<file path="src/rtl/fetch_stage.sv">
// RV32I instruction fetch stage with IF/ID register and one-word skid buffer.
// Define FETCH_ALIGN_CHK_EN to trap misaligned redirect targets.
module fetch_stage #(
    parameter logic [31:0] RESET_PC = 32'h0000_0000,
    parameter logic [31:0] NOP_INST = 32'h0000_0013
) (
    input  logic        clk,
    input  logic        rst_n,
    input  logic        stall,
    input  logic        redirect,
    input  logic [31:0] redirect_target,
    output logic        imem_req,
    output logic [31:0] imem_addr,
    input  logic        imem_ready,
    input  logic [31:0] imem_rdata,
    output logic        if_id_valid,
    output logic [31:0] if_id_inst,
    output logic [31:0] if_id_pc,
    output logic [31:0] if_id_pc4,
    output logic        fetch_misalign
);

    typedef enum logic [2:0] {
        S_FETCH,
        S_WAIT,
        S_DROP,
`ifdef FETCH_ALIGN_CHK_EN
        S_HOLD,
        S_FAULT
`else
        S_HOLD
`endif
    } state_t;

    state_t      r_state;
    logic [31:0] r_pc;
    logic [31:0] r_req_pc;
    logic [31:0] r_skid_inst;
    logic [31:0] r_skid_pc;
    logic        r_valid;
    logic [31:0] r_inst;
    logic [31:0] r_ifpc;
    logic [31:0] r_ifpc4;
    logic        r_misalign;

    logic [31:0] w_tgt;
    logic        w_deliver;
    logic [31:0] w_dinst;
    logic [31:0] w_dpc;

`ifdef FETCH_ALIGN_CHK_EN
    logic w_bad;
    assign w_bad = redirect & (|redirect_target[1:0]);
    assign w_tgt = redirect_target;
`else
    assign w_tgt = {redirect_target[31:2], redirect_target[1:0] & 2'b00};
`endif

    assign imem_req  = rst_n & (r_state == S_FETCH) & ~redirect & ~stall;
    assign imem_addr = r_pc;

    assign w_deliver = ~redirect & ~stall &
                       (((r_state == S_WAIT) & imem_ready) |
                        (r_state == S_HOLD));
    assign w_dinst = (r_state == S_HOLD) ? r_skid_inst : imem_rdata;
    assign w_dpc   = (r_state == S_HOLD) ? r_skid_pc : r_req_pc;

    always_ff @(posedge clk or negedge rst_n) begin
        if (!rst_n) begin
            r_state     <= S_FETCH;
            r_pc        <= RESET_PC;
            r_req_pc    <= RESET_PC;
            r_skid_inst <= NOP_INST;
            r_skid_pc   <= 32'd0;
            r_misalign  <= 1'b0;
        end else begin
            case (r_state)
                S_FETCH: begin
                    if (redirect) begin
                        r_pc <= w_tgt;
                    end else if (!stall) begin
                        r_req_pc <= r_pc;
                        r_pc     <= r_pc + 32'd4;
                        r_state  <= S_WAIT;
                    end
                end
                S_WAIT: begin
                    if (redirect) begin
                        r_pc    <= w_tgt;
                        r_state <= imem_ready ? S_FETCH : S_DROP;
                    end else if (imem_ready) begin
                        if (!stall) begin
                            r_state <= S_FETCH;
                        end else begin
                            r_skid_inst <= imem_rdata;
                            r_skid_pc   <= r_req_pc;
                            r_state     <= S_HOLD;
                        end
                    end
                end
                // Leave as soon as the orphaned response lands, even if
                // another redirect arrives with it.
                S_DROP: begin
                    if (redirect) r_pc <= w_tgt;
                    if (imem_ready) r_state <= S_FETCH;
                end
                S_HOLD: begin
                    if (redirect) begin
                        r_pc    <= w_tgt;
                        r_state <= S_FETCH;
                    end else if (!stall) begin
                        r_state <= S_FETCH;
                    end
                end
                default: r_state <= r_state;
            endcase
`ifdef FETCH_ALIGN_CHK_EN
            if (w_bad) begin
                r_pc       <= r_pc;
                r_misalign <= 1'b1;
                r_state    <= S_FAULT;
            end
`endif
        end
    end

    always_ff @(posedge clk or negedge rst_n) begin
        if (!rst_n) begin
            r_valid <= 1'b0;
            r_inst  <= NOP_INST;
            r_ifpc  <= 32'd0;
            r_ifpc4 <= 32'd4;
        end else if (redirect) begin
            r_valid <= 1'b0;
            r_inst  <= NOP_INST;
        end else if (stall) begin
            r_valid <= r_valid;
        end else if (w_deliver) begin
            r_valid <= 1'b1;
            r_inst  <= w_dinst;
            r_ifpc  <= w_dpc;
            r_ifpc4 <= w_dpc + 32'd4;
        end else begin
            r_valid <= 1'b0;
            r_inst  <= NOP_INST;
        end
    end

    assign if_id_valid    = r_valid;
    assign if_id_inst     = r_inst;
    assign if_id_pc       = r_ifpc;
    assign if_id_pc4      = r_ifpc4;
    assign fetch_misalign = r_misalign;

endmodule

</file>
<file path="config.mk">
export PLATFORM = sky130hd
export DESIGN_NAME = fetch_stage
export DESIGN_NICKNAME = d
export VERILOG_FILES = /design/src/rtl/fetch_stage.sv
export SDC_FILE = /design/constraint.sdc
export NUM_CORES = 1
export LEC_CHECK = 0
export ABC_AREA = 0
export BUFFER_PORTS_ARGS = -buffer_cell sky130_fd_sc_hd__buf_2
export CAP_MARGIN = 10
export CELL_PAD_IN_SITES_DETAIL_PLACEMENT = 1
export CELL_PAD_IN_SITES_GLOBAL_PLACEMENT = 2
export CORE_ASPECT_RATIO = 1.5
export CORE_MARGIN = 4
export CORE_UTILIZATION = 38
export DETAILED_ROUTE_END_ITERATION = 6
export PLACE_DENSITY_LB_ADDON = 0.1
export SLEW_MARGIN = 20
export SYNTH_ARGS = -nofsm -noshare
export SYNTH_HDL_FRONTEND = slang
export SYNTH_SLANG_ARGS = --single-unit
</file>
<file path="constraint.sdc">
create_clock -name clk -period 7.57 [get_ports clk]
set_clock_uncertainty 0.2 [all_clocks]
set_input_delay 0.3785 -clock clk [delete_from_list [all_inputs] [get_ports clk]]
set_output_delay 0.3785 -clock clk [all_outputs]
set_load 0.05 [all_outputs]
</file>
==> qor.yml <==
outcome: "finished, final reports clean"
grt_first_pass_wirelength_microns: 44680
hold_buffers: 60
tightest_slew_ns: 0.9271
maxSlewHeadroom_pct: 38.19
cp.arrival_ns: 3.59
avgSynthCellArea_sq_um: 10.93
gp_congestion: 0.7477
synth_edf_count: 0
max_freq_mhz: 293.1
port_buffers: 190
clk_pin_slew_worst_paths_ns: 0.06
synth_ff_type: "dfrtp_1"
routed_wirelength_microns: 27480
total_power_mw: 4.264
numCtsBuffers: 23
grt.total_usage_pct: 18.57
synth-seq-cells: 217
period_needed_ns: 3.412
setup-violations-final: 0
initial_utilization_pct: 38.86
die_h_microns: 207.5
critPathKind: "reg -> reg"
syn-cell-area_sq_um: 10080
num_vias: 7744
detail_route.vias_per_cell: 5.142
powerDensity_nw_per_um2: 336.0
async_flop_share_pct: 100.0
synth_cells: 922
layout.cells.non_filler: 1506
synth_cell_types: 60
synth.area.top_cells: "dfrtp_1 (52%), mux2_2 (11%), mux2i_1 (5.9%), nand2_1 (5.1%), o21ai_0 (3.7%)"
required_ns: 7.75
hp-class: "in -> reg"
r2r-end: "if_id_pc4[30]"
wire_per_inst_microns: 18.25
synth_common_cells: "dfrtp_1 (210), nand2_1 (137), mux2_2 (96)"
ant_nets: 0
end_kind: "flip-flop"
reg2reg_from: "r_state[1]"
p_leak_nw: 5.811
drive_above_1_share_pct: 30.61
min_path_cells: 3
hold_end: "imem_addr[9]"
grt_pass1_vias: 8258
r2r_cells: 9
dp.cells: 1405
yosysTopAreaCellShare_pct: 52.13
cts_tree: "built"
post-route-drc-count: 0
die_width_microns: 141.0
yosys_warnings: 1
post_cts_resized: 0
overflow: 0
drv_slew: 0
numClockSinks: 217
core_area_sq_um: 25940
num_rows: 72
h-tree-depth: 1
yosysMostFrequentCell: "dfrtp_1"
rsz0062_at_grt: "no"
r2r_setup_slack_ns: 4.16
first_iter_violations: 230
post_cts_buffers: 0
cp-start-kind: "flip-flop"
nets: 1228
grt_max_degree: 92
fin_crit_sh_pct: 45.07
antenna_found_initial: 1
clk_path_buf_depth: 3
final_util_pct: 48.91
totalNegativeSetupSlack_ns: 0
ir_drop_uv: 191.3
clk_latency_ns: 0.51
setup.worst_path.start: "r_state[1]"
syn_to_final_growth_pct: 25.89
cts_root_buf: "clkbuf_16"
dieArea_sq_um: 29250
yosysSeqAreaShare_pct: 53.95
synth_top_area_cell: "dfrtp_1"
firstDrtPassIters: 4
n_antenna_cell: 0
dp_hpwl_microns: 19030
drv_cap: 0
hp-start: "redirect_target[9]"
hold_violations: 0
boundaryPins: 200
crit_fanout: 30
## placed cells by master (no fill, tap or decap), types with 12 or more instances in the layout
| cell | count |
|---|---|
| o21ai_0 | 74 |
| xnor2_1 | 12 |
| dlygate4sd3_1 | 60 |
| nand2_1 | 136 |
| nor2_1 | 59 |
| xor2_1 | 26 |
| dfrtp_1 | 210 |
| clkbuf_16 | 23 |
| buf_4 | 12 |
| a21oi_1 | 33 |
| nand4_1 | 19 |
| mux2i_1 | 59 |
| nor3_1 | 13 |
| mux2_2 | 96 |
| buf_2 | 189 |
| nand3_1 | 16 |
## metal layers
metal  vias to the layer above  routed length (microns)  GRT usage (%)  share of wire [%]
li1                       3700                        -              -                  -
met5                         -                       13              0              0.047
met3                        37                     1039          2.259                3.8
met2                       172                    13660          32.29                 50
met4                         2                      633          4.814                2.3
met1                      3833                    12140          24.52                 44
## logic make-up (layout without fill, tap and decap cells)
family	after synthesis	in the layout	share of synthesized area [%]
AO/OA/AOI/OAI	154	154	8.639
buffers and inverters	62	307	3.090
multiplexers	156	156	16.69
flip-flops	217	217	53.95
AND/OR/NAND/NOR	292	292	14.04
other	1	7	0.03720
XOR/XNOR	38	38	3.301
adder cells (fa/ha/maj)	2	2	0.2482
## worst max-delay path by stage
| stage | end | slack [ns] |
|---|---|---|
| finish | if_id_pc4[30] | 4.16 |
| global route | if_id_pc4[30] | 3.87 |
| CTS | if_id_pc4[30] | 4.07 |
| detailed placement | if_id_pc4[30] | 4.09 |
| global placement | if_id_pc4[30] | 4.13 |
| floorplan | if_id_pc4[30] | 4.63 |
## where the power goes
group | total (mW) | switching (mW) | internal [mW]
sequential | 1.71 | 0.228 | 1.49
clock | 1.19 | 0.462 | 0.728
combinational | 1.36 | 0.941 | 0.419
## registers in the layout, summed over array words and instances, names as in the netlist
name         count
if_id_inst      32
if_id_pc        30
if_id_pc4       30
if_id_valid      1
imem_addr       30
r_req_pc        30
r_skid_inst     32
r_skid_pc       30
r_state          2
## through the flow
stage / setup slack [ns] / cell area, sq um / hold slack, ns
3_5_place_dp: 4.090 / 11290 / 0.2322
3_3_place_gp: 4.126 / 11290 / 0.2353
2_1_floorplan: 4.630 / 10100 / -0.1171
4_1_cts: 4.069 / 12690 / 0.004305
6_report: 4.158 / 12690 / 0.02717
5_1_grt: 3.874 / 12690 / 0.03276
## area by class of cell
type / instances / area (sq um)
Sequential cell: 217 / 5439
Fill cell: 2859 / 13250
Clock inverter: 7 / 112.6
Multi-Input combinational cell: 649 / 4369
Inverter: 4 / 15.01
Timing Repair Buffer: 262 / 1652
Clock buffer: 34 / 686.9
Tap cell: 333 / 416.7
## worst max-delay path, stage by stage (launching register included)
cell	delay, ns
dfrtp_1	0.37
buf_4	0.23
nand2_1	0.10
buf_4	0.41
mux2_2	0.32
ha_1	0.30
nand4_2	0.28
nor4_4	0.62
nor3_1	0.08
or3_1	0.37
Note: power is estimated with default switching activity, not from simulation.
